### config.mk
export PLATFORM = sky130hd
export DESIGN_NAME = i2s_rx
export DESIGN_NICKNAME = d
export VERILOG_FILES = /design/src/rtl/i2s_rx_pkg.sv /design/src/rtl/i2s_slot_counter.sv /design/src/rtl/i2s_rx.sv
export SDC_FILE = /design/constraint.sdc
export NUM_CORES = 1
export LEC_CHECK = 0
export CORE_ASPECT_RATIO = 1.5
export CORE_MARGIN = 2
export CORE_UTILIZATION = 47
export DETAILED_ROUTE_END_ITERATION = 6
export HOLD_SLACK_MARGIN = 0.06
export PLACE_DENSITY = 0.76
export SETUP_SLACK_MARGIN = 0.15
export SYNTH_ARGS = -nofsm -noshare
export SYNTH_HDL_FRONTEND = slang
export SYNTH_SLANG_ARGS = --single-unit
### constraint.sdc
create_clock -name bclk -period 2.15 [get_ports bclk]
set_input_delay 0.43 -clock bclk [delete_from_list [all_inputs] [get_ports bclk]]
set_output_delay 0.43 -clock bclk [all_outputs]
set_load 0.01 [all_outputs]
### src/rtl/i2s_rx_pkg.sv
// i2s_rx_pkg: framing constants shared by the I2S receiver and transmitter
package i2s_rx_pkg;
  localparam int SLOTLEN = 32;
  localparam int POS_W = 6;
  localparam logic [POS_W-1:0] POS_SAT = 6'd63;
  localparam logic CH_LEFT = 1'b0;
  localparam logic CH_RIGHT = 1'b1;
endpackage

### src/rtl/i2s_slot_counter.sv
// i2s_slot_counter: lrclk edge detect, slot position counter and slot-length check
module i2s_slot_counter
  import i2s_rx_pkg::*;
(
  input  logic             bclk,
  input  logic             reset,
  input  logic             lrclk,
  output logic             chan,
  output logic [POS_W-1:0] pos,
  output logic             armed,
  output logic             slot_err,
  output logic             stall
);
  logic lr_q, lr_d, armed_q, armed_d, lr_edge;
  logic [POS_W-1:0] pos_q, pos_d;
  always_comb begin
    lr_d = lrclk;
    lr_edge = lrclk != lr_q;
    stall = lr_edge && armed_q && pos_q == POS_SAT;
    slot_err = lr_edge && armed_q && pos_q != POS_W'(SLOTLEN - 1);
    pos_d = lr_edge ? '0 : pos_q == POS_SAT ? pos_q : pos_q + POS_W'(1);
    // a stalled frame disarms so the following edge re-arms like a fresh start
    armed_d = lr_edge ? !stall : armed_q;
  end
  assign chan = lr_q;
  assign pos = pos_q;
  assign armed = armed_q;
  always_ff @(posedge bclk or posedge reset) begin
    if (reset) begin
      lr_q <= CH_LEFT;
      pos_q <= POS_W'(SLOTLEN - 1);
      armed_q <= 1'b0;
    end else begin
      lr_q <= lr_d;
      pos_q <= pos_d;
      armed_q <= armed_d;
    end
  end
endmodule

### src/rtl/i2s_rx.sv
// i2s_rx: I2S deserialiser delivering signed left/right samples with valid strobes
module i2s_rx
  import i2s_rx_pkg::*;
#(
  parameter int BITSIZE = 16
) (
  input  logic               bclk,
  input  logic               reset,
  input  logic               lrclk,
  input  logic               sdata,
  input  logic               err_clr,
  output logic [BITSIZE-1:0] sample_l,
  output logic [BITSIZE-1:0] sample_r,
  output logic               l_valid,
  output logic               r_valid,
  output logic               locked,
  output logic               sync_err
);
  logic chan, armed, slot_err, stall, cap, done;
  logic [POS_W-1:0] pos;
  logic [BITSIZE-1:0] shift_q, shift_d, word, sample_l_q, sample_l_d, sample_r_q, sample_r_d;
  logic l_valid_q, l_valid_d, r_valid_q, r_valid_d, locked_q, locked_d, sync_err_q, sync_err_d;
  i2s_slot_counter u_slot (
    .bclk     (bclk),
    .reset    (reset),
    .lrclk    (lrclk),
    .chan     (chan),
    .pos      (pos),
    .armed    (armed),
    .slot_err (slot_err),
    .stall    (stall)
  );
  always_comb begin
    cap = pos >= POS_W'(1) && pos <= POS_W'(BITSIZE);
    word = {shift_q[BITSIZE-2:0], sdata};
    // the LSB is taken straight from sdata so the word lands on its own sampling edge
    done = armed && pos == POS_W'(BITSIZE);
    shift_d = cap ? word : shift_q;
    l_valid_d = done && chan == CH_LEFT;
    r_valid_d = done && chan == CH_RIGHT;
    sample_l_d = l_valid_d ? word : sample_l_q;
    sample_r_d = r_valid_d ? word : sample_r_q;
    locked_d = stall ? 1'b0 : done ? 1'b1 : locked_q;
    sync_err_d = slot_err ? 1'b1 : err_clr ? 1'b0 : sync_err_q;
  end
  always_ff @(posedge bclk or posedge reset) begin
    if (reset) begin
      shift_q <= '0;
      sample_l_q <= '0;
      sample_r_q <= '0;
      l_valid_q <= 1'b0;
      r_valid_q <= 1'b0;
      locked_q <= 1'b0;
      sync_err_q <= 1'b0;
    end else begin
      shift_q <= shift_d;
      sample_l_q <= sample_l_d;
      sample_r_q <= sample_r_d;
      l_valid_q <= l_valid_d;
      r_valid_q <= r_valid_d;
      locked_q <= locked_d;
      sync_err_q <= sync_err_d;
    end
  end
  assign sample_l = sample_l_q;
  assign sample_r = sample_r_q;
  assign l_valid = l_valid_q;
  assign r_valid = r_valid_q;
  assign locked = locked_q;
  assign sync_err = sync_err_q;
endmodule

==> flow_metrics.py <==
metrics = {
    "place": {
        "portBuffers": 40,
        "dpl-instance-area_mm2": 0.00307,
        "dp_hpwl_um": 3440,
        "place.gp.congestion": 0.731,
        "dp.cells": 269,
    },
    "critical_path": {
        "crit_buf_inv": 3,
        "crit_chain": "inv_2 -> ha_4 -> or4b_4 -> a22oi_4 -> buf_6 -> buf_12 -> mux2_2",
        "crit_required_ns": 2.35,
        "critPathMaxStageDelay_ns": 0.54,
        "cp_max_fo": 8,
        "start_kind": "register",
        "critPathArrivalTime_ns": 2.28,
        "worstReg2RegStart": "u_slot.pos[1]$_DFFE_PP1P_",
        "cp-end-kind": "register",
        "cp-startpoint": "u_slot.pos[1]$_DFFE_PP1P_",
        "critical_path.top_delay_family": "flip-flops",
        "worst-setup-path-type": "reg2reg",
        "critPathSlowestCell": "dfstp_2",
    },
    "final_layout": {
        "drive_gt1_share_pct": 39.2,
        "area_growth_pct": 34.5,
        "fin_util_pct": 65.2,
        "final_cell_area_mm2": 0.00334,
        "diodes": 0,
        "fin_cells": 290,
        "num-nets-final": 227,
    },
    "power": {
        "peakVddDrop_v": 0.000683,
        "power.leakage_nw": 1.58,
        "p_per_area_mw_per_mm2": 894,
    },
    "grt": {
        "grt_pass1_vias": 1703,
        "grt_usage_pct": 18.5,
        "use_met1_pct": 18.7,
        "antenna_found_initial": 0,
        "grt_overflow": 0,
        "grt_first_pass_wirelength_um": 8200,
        "grt.busiest_layer": "met2",
        "use_met3_pct": 4.45,
        "grt_max_degree": 28,
        "grt_use_met2_pct": 34.8,
    },
    "timing": {
        "post-route-min-period_ns": 2.07,
        "max_slew.worst_pin.slew_ns": 0.435,
        "hold_viol": 0,
        "fmax_mhz": 483,
        "rsz0062_at_grt": "true",
        "slew_viol_final": 0,
        "period_share_pct": 96.4,
        "fin_skew_ns": 0.00670,
        "setup_tns_ns": 0,
        "setup_violations": 0,
        "holdWs_ns": 0.441,
        "maxSlewHeadroom_pct": 71.0,
    },
    "synth": {
        "syn_area_per_cell_um2": 15.7,
        "synth_area_mm2": 0.00248,
        "synth_cell_types": 30,
        "ys_warn_count": 0,
        "synth_nets": 167,
        "yosysSeqAreaShare_pct": 59.7,
        "synthCells": 158,
        "ys_seq_elements": 59,
    },
    "die": {
        "start_util_pct": 48.5,
        "die_y_um": 93.0,
        "die_area_mm2": 0.00589,
        "core_area_mm2": 0.00512,
        "num_io_pins": 41,
        "rows": 32,
        "chipWidth_um": 63.4,
    },
    "job": {
        "max_cap_viol_count": 0,
    },
    "clock_tree": {
        "numCtsBuffers": 9,
        "clockRootBuffer": "clkbuf_8",
        "htree_num_levels": 3,
        "clkTransAtPathRegs_ns": 0.06,
        "cts_sinks": 59,
        "max-clock-path-buffers": 2,
        "cts_tree": "done",
        "clock_latency_ns": 0.32,
    },
    "drt": {
        "final_antenna_net_count": 0,
        "route.detailed.drc": 0,
        "routed_wl_um": 4860,
        "drt-initial-drc-count": 42,
        "dr.pass1.iters": 4,
        "wl_per_cell_um": 16.8,
        "vias_per_cell": 5.15,
        "num_vias": 1494,
    },
    "status": {
        "status": "complete, no violations",
    },
    "hold_path": {
        "hold_class": "in2async",
    },
}
[state kept, by name, indices dropped and copies added, names as in the netlist]
name	flops
sample_l	16
sample_r	16
shift_q	15
u_slot.pos	6
l_valid	1
locked	1
r_valid	1
sync_err	1
u_slot.armed	1
u_slot.chan	1
[worst paths after layout]
check,cells after the start,slack (ns),endpoint
setup / recovery,7,0.08,shift_q[10]$_DFFE_PP0P_
hold / removal,2,0.44,shift_q[6]$_DFFE_PP0P_
setup reg to reg,7,0.08,shift_q[10]$_DFFE_PP0P_
hold reg to reg,1,0.51,sample_r[15]$_DFFE_PP0P_
max in group asynchronous,3,1.08,u_slot.pos[1]$_DFFE_PP1P_
min in group bclk,1,0.51,sample_r[15]$_DFFE_PP0P_
[per-layer routing]
| layer | wire length, µm | share of wire (%) | vias to the layer above |
|---|---|---|---|
| met5 | 0 | 0 | - |
| met1 | 1810 | 37 | 750 |
| met4 | 133 | 2.7 | 0 |
| met3 | 137 | 2.8 | 13 |
| met2 | 2780 | 57 | 35 |
| li1 | - | - | 696 |
[stage by stage]
| step | setup WS (ns) | power, mW |
|---|---|---|
| after floorplan | 0.0911 | 1.84 |
| after global placement | 0.132 | 1.97 |
| after detailed placement | 0.0735 | 2.02 |
| after CTS | 0.0709 | 2.99 |
| after global routing | 0.0176 | 3.13 |
| final | 0.0778 | 2.98 |
[worst reg2reg max path: cells and delay by family, from the launching register on]
| kind | cells | cell delay [ns] |
|---|---|---|
| and+or+nand+nor | 1 | 0.49 |
| muxes | 1 | 0.33 |
| buffers and inverters | 3 | 0.30 |
| adders and majority gates | 1 | 0.15 |
| DFF | 1 | 0.54 |
| AOI/OAI and AO/OA | 1 | 0.16 |
[cell families (layout without fill, tap and decap cells)]
family / count (synthesis) / count (layout) / synth area share, %
xor gates and xnor gates: 1 / 1 / 0.353
and+or+nand+nor: 25 / 25 / 7.51
adders and majority gates: 4 / 4 / 2.02
muxes: 47 / 47 / 24.2
DFF: 59 / 59 / 59.7
buffers and inverters: 10 / 74 / 2.42
AOI/OAI and AO/OA: 12 / 12 / 3.83
[repair_timing]
| item | 4_1_cts | 5_1_grt |
|---|---|---|
| gates resized for setup | 1 | 3 |
| hold buffers | 0 | 0 |
| pin swaps | 0 | 1 |
| endpoints found under the setup margin | 15 | 31 |
| setup buffers | 3 | 2 |
| gates cloned | 1 | 0 |
[synthesized netlist by cell type]
cell / number / area, µm²
o21bai_1: 1 / 7.51
a211oi_1: 1 / 7.51
o22a_1: 1 / 8.76
dfstp_2: 5 / 131
and2_1: 1 / 6.26
o21a_1: 1 / 7.51
a22oi_4: 1 / 21.3
nand4_4: 1 / 21.3
a21oi_1: 3 / 15.0
nand4b_4: 1 / 23.8
nor2_1: 2 / 7.51
xor2_1: 1 / 8.76
nor4b_4: 1 / 23.8
o21ba_2: 1 / 10.0
and4b_1: 1 / 10.0
buf_6: 3 / 33.8
and3_1: 2 / 12.5
mux2_2: 28 / 315
ha_1: 4 / 50.1
nor4_1: 1 / 6.26
inv_1: 7 / 26.3
nand3_1: 4 / 20.0
dfrtp_1: 54 / 1350
nor3_1: 6 / 30.0
nand2_1: 4 / 15.0
o22ai_1: 1 / 6.26
mux2_4: 19 / 285
or4b_1: 1 / 10.0
a31oi_1: 1 / 6.26
o21ai_0: 1 / 5.00
[power breakdown]
part / switching [mW] / total, mW / leakage, nW / internal [mW]
combinational: 0.199 / 0.608 / 0.727 / 0.408
sequential: 0.194 / 1.48 / 0.758 / 1.29
clock: 0.392 / 0.895 / 0.0953 / 0.503
[cell type report]
cell class | count | area [µm²]
sequential | 59 | 1480
inverter | 7 | 26.3
multi-input combinational | 89 | 998
fill | 386 | 1790
clock inverter | 2 | 10.0
tap | 68 | 85.1
timing repair buffer | 52 | 568
clock buffer | 13 | 169
[cell usage in the layout (no fill, tap or decap), types with 2 or more instances in the layout]
master	synthesis	routed
clkdlybuf4s50_1	0	40
buf_6	3	2
and3_1	2	2
nor3_1	6	6
nand3_1	4	4
nor2_1	2	2
clkbuf_8	0	12
inv_1	7	5
dfstp_2	5	5
ha_1	4	3
nand2_1	4	4
dfrtp_1	54	54
a21oi_1	3	3
inv_2	0	2
mux2_2	28	17
mux2_4	19	30
clkinv_2	0	2
buf_12	0	4
buf_4	0	5
No activity file was read; power rests on OpenSTA's default activity.
